===== src/rtl/disp_dispatch3_if.sv =====
// Producer-side handshake into the display dispatcher: valid/ready plus a tagged word.
interface disp_dispatch3_if #(
   parameter int unsigned DW = 12
);
   logic          in_valid;
   logic          in_ready;
   logic [DW-1:0] in_data;
   logic [1:0]    in_dest;

   modport master (output in_valid, output in_data, output in_dest, input in_ready);
   modport slave  (input in_valid, input in_data, input in_dest, output in_ready);
endinterface


===== src/rtl/disp_dispatch3.sv =====
// Producer side of the 3-channel one-hot display-data mux: buffers tagged words
// and presents each one on its channel for DWELL cycles, with a 1-cycle all-low gap.
module disp_dispatch3 #(
   parameter int unsigned DW    = 12,
   parameter int unsigned DEPTH = 4,
   parameter int unsigned DWELL = 4
) (
   input  logic           clk,
   input  logic           rst_n,
   disp_dispatch3_if.slave bus,
   input  logic           flush,
   output logic           en1,
   output logic           en2,
   output logic           en3,
   output logic [DW-1:0]  data1,
   output logic [DW-1:0]  data2,
   output logic [DW-1:0]  data3,
   output logic           busy,
   output logic [7:0]     drop_cnt
);

   localparam int unsigned AW = $clog2(DEPTH);
   localparam int unsigned PW = AW + 1;
   localparam int unsigned CW = (DWELL > 1) ? $clog2(DWELL) : 1;

   typedef enum logic [1:0] {
      IDLE    = 2'd0,
      PRESENT = 2'd1,
      GAP     = 2'd2
   } state_t;

   typedef struct packed {
      logic [1:0]    dest;
      logic [DW-1:0] data;
   } entry_t;

   entry_t               mem [DEPTH];
   entry_t               head;
   logic [PW-1:0]        wr_ptr, rd_ptr, wr_ptr_n, rd_ptr_n;
   logic                 full, empty, push, drop, load;
   state_t               state, state_n;
   logic [CW-1:0]        cnt, cnt_n;
   logic [2:0]           en_q, en_n;
   logic [2:0][DW-1:0]   dat_q, dat_n;
   logic                 busy_n;

   // FIFO status from registered pointers; extra MSB distinguishes full from empty
   assign empty = (wr_ptr == rd_ptr);
   assign full  = (wr_ptr[AW] != rd_ptr[AW]) && (wr_ptr[AW-1:0] == rd_ptr[AW-1:0]);
   assign head  = mem[rd_ptr[AW-1:0]];

   assign bus.in_ready = !full && !flush;
   assign push = bus.in_valid && bus.in_ready && (bus.in_dest != 2'd3);
   assign drop = bus.in_valid && bus.in_ready && (bus.in_dest == 2'd3);

   // FIFO storage write
   always_ff @(posedge clk) begin
      if (push) begin
         mem[wr_ptr[AW-1:0]] <= '{dest: bus.in_dest, data: bus.in_data};
      end
   end

   // Next-state and next-output logic for the presentation FSM and FIFO pointers
   always_comb begin
      state_n = state;
      cnt_n   = cnt;
      en_n    = en_q;
      dat_n   = dat_q;
      load    = 1'b0;
      if (flush) begin
         state_n = IDLE;
         cnt_n   = '0;
         en_n    = '0;
      end else begin
         case (state)
            IDLE, GAP: begin
               en_n = '0;
               if (!empty) begin
                  load    = 1'b1;
                  state_n = PRESENT;
                  cnt_n   = CW'(DWELL - 1);
                  case (head.dest)
                     2'd0:    begin en_n = 3'b001; dat_n[0] = head.data; end
                     2'd1:    begin en_n = 3'b010; dat_n[1] = head.data; end
                     default: begin en_n = 3'b100; dat_n[2] = head.data; end
                  endcase
               end else begin
                  state_n = IDLE;
               end
            end
            PRESENT: begin
               if (cnt != '0) begin
                  cnt_n = cnt - CW'(1);
               end else begin
                  en_n    = '0;
                  state_n = GAP;
               end
            end
            default: begin
               state_n = IDLE;
               en_n    = '0;
            end
         endcase
      end
      wr_ptr_n = flush ? '0 : (push ? wr_ptr + PW'(1) : wr_ptr);
      rd_ptr_n = flush ? '0 : (load ? rd_ptr + PW'(1) : rd_ptr);
      busy_n   = (state_n != IDLE) || (wr_ptr_n != rd_ptr_n);
   end

   // State, pointer and output registers
   always_ff @(posedge clk or negedge rst_n) begin
      if (!rst_n) begin
         state  <= IDLE;
         cnt    <= '0;
         en_q   <= '0;
         dat_q  <= '0;
         wr_ptr <= '0;
         rd_ptr <= '0;
         busy   <= 1'b0;
      end else begin
         state  <= state_n;
         cnt    <= cnt_n;
         en_q   <= en_n;
         dat_q  <= dat_n;
         wr_ptr <= wr_ptr_n;
         rd_ptr <= rd_ptr_n;
         busy   <= busy_n;
      end
   end

   // Saturating count of words discarded for the invalid destination
   always_ff @(posedge clk or negedge rst_n) begin
      if (!rst_n) begin
         drop_cnt <= 8'd0;
      end else if (drop && (drop_cnt != 8'hFF)) begin
         drop_cnt <= drop_cnt + 8'd1;
      end
   end

   assign en1   = en_q[0];
   assign en2   = en_q[1];
   assign en3   = en_q[2];
   assign data1 = dat_q[0];
   assign data2 = dat_q[1];
   assign data3 = dat_q[2];

endmodule


===== src/flat_wrapper.sv =====
// flat-port wrapper written by rule: the top's interface ports become plain ports
module disp_dispatch3_flat 
#(
   parameter int unsigned DW    = 12,
   parameter int unsigned DEPTH = 4,
   parameter int unsigned DWELL = 4
)
  (clk, rst_n, flush, en1, en2, en3, data1, data2, data3, busy, drop_cnt, bus_in_valid, bus_in_data, bus_in_dest, bus_in_ready);
  disp_dispatch3_if #(.DW(DW)) bus_i ();
  input  logic clk;
  input  logic rst_n;
  input  logic flush;
  output logic en1;
  output logic en2;
  output logic en3;
  output logic [DW-1:0] data1;
  output logic [DW-1:0] data2;
  output logic [DW-1:0] data3;
  output logic busy;
  output logic [7:0] drop_cnt;
  input wire logic [$bits(bus_i.in_valid)-1:0] bus_in_valid;
  input wire logic [$bits(bus_i.in_data)-1:0] bus_in_data;
  input wire logic [$bits(bus_i.in_dest)-1:0] bus_in_dest;
  output wire logic [$bits(bus_i.in_ready)-1:0] bus_in_ready;
  assign bus_i.in_valid = bus_in_valid;
  assign bus_i.in_data = bus_in_data;
  assign bus_i.in_dest = bus_in_dest;
  assign bus_in_ready = bus_i.in_ready;
  disp_dispatch3 #(.DW(DW), .DEPTH(DEPTH), .DWELL(DWELL)) u_core (.clk(clk), .rst_n(rst_n), .bus(bus_i), .flush(flush), .en1(en1), .en2(en2), .en3(en3), .data1(data1), .data2(data2), .data3(data3), .busy(busy), .drop_cnt(drop_cnt));
endmodule

===== config.mk =====
export PLATFORM = sky130hd
export DESIGN_NAME = disp_dispatch3_flat
export DESIGN_NICKNAME = d
export VERILOG_FILES = /design/src/rtl/disp_dispatch3_if.sv /design/src/rtl/disp_dispatch3.sv /design/src/flat_wrapper.sv
export SDC_FILE = /design/constraint.sdc
export NUM_CORES = 1
export LEC_CHECK = 0
export BUFFER_PORTS_ARGS = -buffer_cell sky130_fd_sc_hd__buf_2
export CORE_ASPECT_RATIO = 1.75
export CORE_MARGIN = 3
export CORE_UTILIZATION = 31
export CTS_CLUSTER_DIAMETER = 40
export DETAILED_ROUTE_END_ITERATION = 16
export PLACE_DENSITY_LB_ADDON = 0.08
export SYNTH_ARGS = -nofsm -noshare
export SYNTH_HDL_FRONTEND = slang
export SYNTH_SLANG_ARGS = --single-unit

===== constraint.sdc =====
create_clock -name clk -period 4 [get_ports clk]
set_clock_uncertainty 0.2 [all_clocks]
set_input_delay 0.2 -clock clk [delete_from_list [all_inputs] [get_ports clk]]
set_output_delay 0.2 -clock clk [all_outputs]
set_load 0.02 [all_outputs]

==> summary.txt <==
Status
  • Outcome: complete, no violations

Timing
  • Final hold violations: 0
  • Rel. slew slack: 43.7%
  • Final hold slack: roughly 100 ps
  • Highest clock rate: between 300 and 400 MHz
  • Setup ws final: approximately 1200 ps
  • Slew Viols, Final: 0
  • Post-route minimum period: 2770 ps
  • Slew @ Worst Pin: 845 ps
  • RSZ-0062 raised after global routing: false
  • Crit share post-route: between 60% and 70%
  • Setup TNS: 0 ps
  • Finish-stage setup viols: 0

Die
  • Initial Util: approximately a third
  • I/O pin count: 67
  • Core Rows: 58
  • Die H: 168 microns
  • CORE AREA: 0.0145 sq mm
  • Chip width: between 90 and 100 microns
  • Die area: 0.0165 sq mm

Setup path
  • CP max stage delay: 740 ps
  • CP max stage cell: and2_1
  • Worst setup path start: u_core.rd_ptr[0]$_DFF_PN0_
  • Worst reg-to-reg setup slack: about 1200 ps
  • Critical path startpoint category: flop
  • CP Capture Point: u_core.mem[2][6]$_DFFE_PP_
  • Crit path kind: reg -> reg
  • FF-to-FF Start: u_core.rd_ptr[0]$_DFF_PN0_
  • Worst Path Required: 3820 ps
  • RR Endpoint: u_core.mem[2][6]$_DFFE_PP_
  • R2R cell count: 4
  • Critical Path Sink Type: flop
  • Crit-path cells: xor2_1 -> nor3_2 -> nor2_1 -> and2_1
  • Worst path arrival time: 2590 ps
  • CP Max Fanout: 14

Logic synthesis
  • Post-Synthesis Cells: 274
  • Post-synthesis cell type count: 45
  • Yosys warns: 0
  • Post-synth EDFFs: 56
  • Sequential share of the synthesized area: 67.6%
  • XOR/XNOR Fraction of Synth Area: under 10%
  • Post-synthesis mux area share: 16.3%
  • Asr flop ratio synth: 50.9%
  • Fraction of the mapped netlist area in simple logic gates: 6.53%
  • Largest area contributor in the netlist: edfxtp_1
  • Largest family of logic cells by synthesized area: multiplexers
  • Synth Cell Area: approximately 0.0046 sq mm
  • Mapped Nets: ~300
  • Syn Area/Cell: 16.9 sq um
  • Top cells by area, synth: edfxtp_1 (36%), dfrtp_1 (31%), mux2_2 (7.0%)
  • Adder-cell share of the synthesized area: 2.10%
  • Compound-Gate Fraction of Synth Area: 2.43%
  • Main flop type after synthesis: dfrtp_1
  • Synth top area share: 36.3%
  • Number of synthesized register bits: 114

Layout
  • Seq. cell area: 0.00313 sq mm
  • # diodes: 0
  • Most common cell after layout, fill and taps aside: buf_2
  • Multi-input combinational cell area: 0.00143 sq mm
  • Area Growth Syn to Fin: 25.7%
  • Ratio of cells with drive above 1 in the final layout: 39.0%
  • Fillers: about 1,400
  • Nets@finish: approximately 400
  • Most frequent cells in the layout: buf_2 (66), dfrtp_1 (58), edfxtp_1 (56), mux2_2 (29), clkbuf_16 (17)

Clock tree
  • CTS tree: built
  • Post-CTS Resized: 0
  • Worst-path clk slew: 60 ps
  • Clock root buffer: clkbuf_16
  • Number of CTS-inserted buffers: 17
  • Clock sink count: 114
  • CTS H-Tree Depth: 4
  • Clk buf depth: 2
  • Clock latency on the worst-skew pair: 400 ps

Place
  • Gpl congestion: 0.726
  • Port Buf Inserts: 66
  • Pre-CTS WS: 1110 ps
  • Placed wire-length estimate: 6940 microns

Detailed routing
  • Drt wl/cell: between 15 and 20 microns
  • Post-route ant nets: 0
  • DRT iter0 DRCs: 50
  • Initial DRT Pass Iterations: 4
  • Drc violations: 0
  • Total Wirelength: 10,100 microns
  • Via-per-instance ratio: ~4.6
  • Via count: 2,609

GRT
  • Gr ovfl total: 0
  • Tot GR Track Use: 13.0%
  • Initial antenna violation count: 0
  • First-pass GRT wire length: 16,500 microns
  • Largest net degree at the start of global routing: 38
  • Number of global-route vias before repair: ~2,900

Power
  • Peak VDD IR: 0.000292 V
  • P_leak: ~2.4 nW
  • Cell area power density: 718 mW/mm^2

Min path
  • Hold Crit Class: in -> reg
  • Hold Path Depth: 5

Job
  • Max cap viols: 0
==> cell usage after synthesis (2+ instances only) <==
| library cell | count |
|---|---|
| buf_2 | 2 |
| mux4_2 | 14 |
| a31oi_1 | 2 |
| nor3_1 | 3 |
| buf_6 | 3 |
| clkbuf_1 | 3 |
| a21oi_1 | 3 |
| dfrtp_1 | 58 |
| ha_1 | 7 |
| xnor2_1 | 11 |
| mux2_1 | 4 |
| and3_1 | 3 |
| nor2b_1 | 3 |
| xor2_1 | 5 |
| and2_1 | 3 |
| nand2b_1 | 2 |
| a211oi_1 | 2 |
| mux2_2 | 29 |
| nand3_1 | 4 |
| mux2_4 | 4 |
| nor2_1 | 13 |
| nand4_1 | 3 |
| edfxtp_1 | 56 |
| nand2_1 | 11 |
| inv_1 | 4 |
| o21ai_0 | 3 |
==> stage by stage <==
step | total power, mW | cells | util [%] | instance area, sq um
after floorplan | 2.52 | 274 | - | 4640
after detailed placement | 2.93 | 515 | 35.6 | 5160
after CTS | 4.26 | 562 | 40.2 | 5830
final | 4.19 | 562 | 40.2 | 5830
after global placement | 2.91 | 515 | 35.6 | 5160
after global routing | 4.44 | 562 | 40.2 | 5830
==> critical path, delay by kind of cell (launching register included) <==
kind	cells	cell delay, ps
AND/OR/NAND/NOR	3	1180
flip-flops	1	730
XOR/XNOR	1	270
==> area by class of cell <==
type / count / area share [%]
sequential: 114 / 53.7
timing repair buffer: 86 / 8.93
multi-input combinational: 147 / 24.5
clock inverter: 7 / 0.665
clock buffer: 24 / 8.09
inverter: 4 / 0.258
tap: 180 / 3.86
==> per-layer routing <==
layer	vias to the layer above	global-route usage, %	wire [microns]
met1	1322	13.9	3920
met5	-	0	0
met3	13	3.52	372
met4	0	4.82	132
met2	57	24.0	5630
li1	1217	-	-
==> report_power, final <==
part | internal, mW | leakage [nW] | switching, mW | total, mW
logic | 0.554 | 0.908 | 0.660 | 1.21
clock network | 0.813 | 0.257 | 0.496 | 1.31
registers | 1.48 | 1.24 | 0.185 | 1.67
==> how the worst min path moves through the flow <==
stage	startpoint	end	slack (ps)
2_1_floorplan	rst_n	u_core.busy$_DFF_PN0_	-300
3_3_place_gp	rst_n	u_core.rd_ptr[2]$_DFF_PN0_	20
4_1_cts	bus_in_valid	u_core.busy$_DFF_PN0_	80
6_report	bus_in_valid	u_core.busy$_DFF_PN0_	100
3_5_place_dp	rst_n	u_core.rd_ptr[2]$_DFF_PN0_	20
5_1_grt	bus_in_valid	u_core.busy$_DFF_PN0_	130
==> kinds of logic after synthesis <==
logic type | Yosys count
AND/OR/NAND/NOR | 55
AO/OA/AOI/OAI | 15
multiplexers | 52
flip-flops | 114
XOR/XNOR | 17
buffers and inverters | 13
adder cells (fa/ha/maj) | 8
==> repair_timing <==
action	4_1_cts	5_1_grt
buffers inserted	0	0
endpoints found under the hold margin	82	0
hold buffers	16	0
==> registers in the layout (all words and copies together) (netlist names) <==
signal	flops
u_core.busy	1
u_core.cnt	2
u_core.data1	12
u_core.data2	12
u_core.data3	12
u_core.drop_cnt	8
u_core.en_q	3
u_core.mem	56
u_core.rd_ptr	3
u_core.state	2
u_core.wr_ptr	3
No activity file was read; power rests on OpenSTA's default activity.
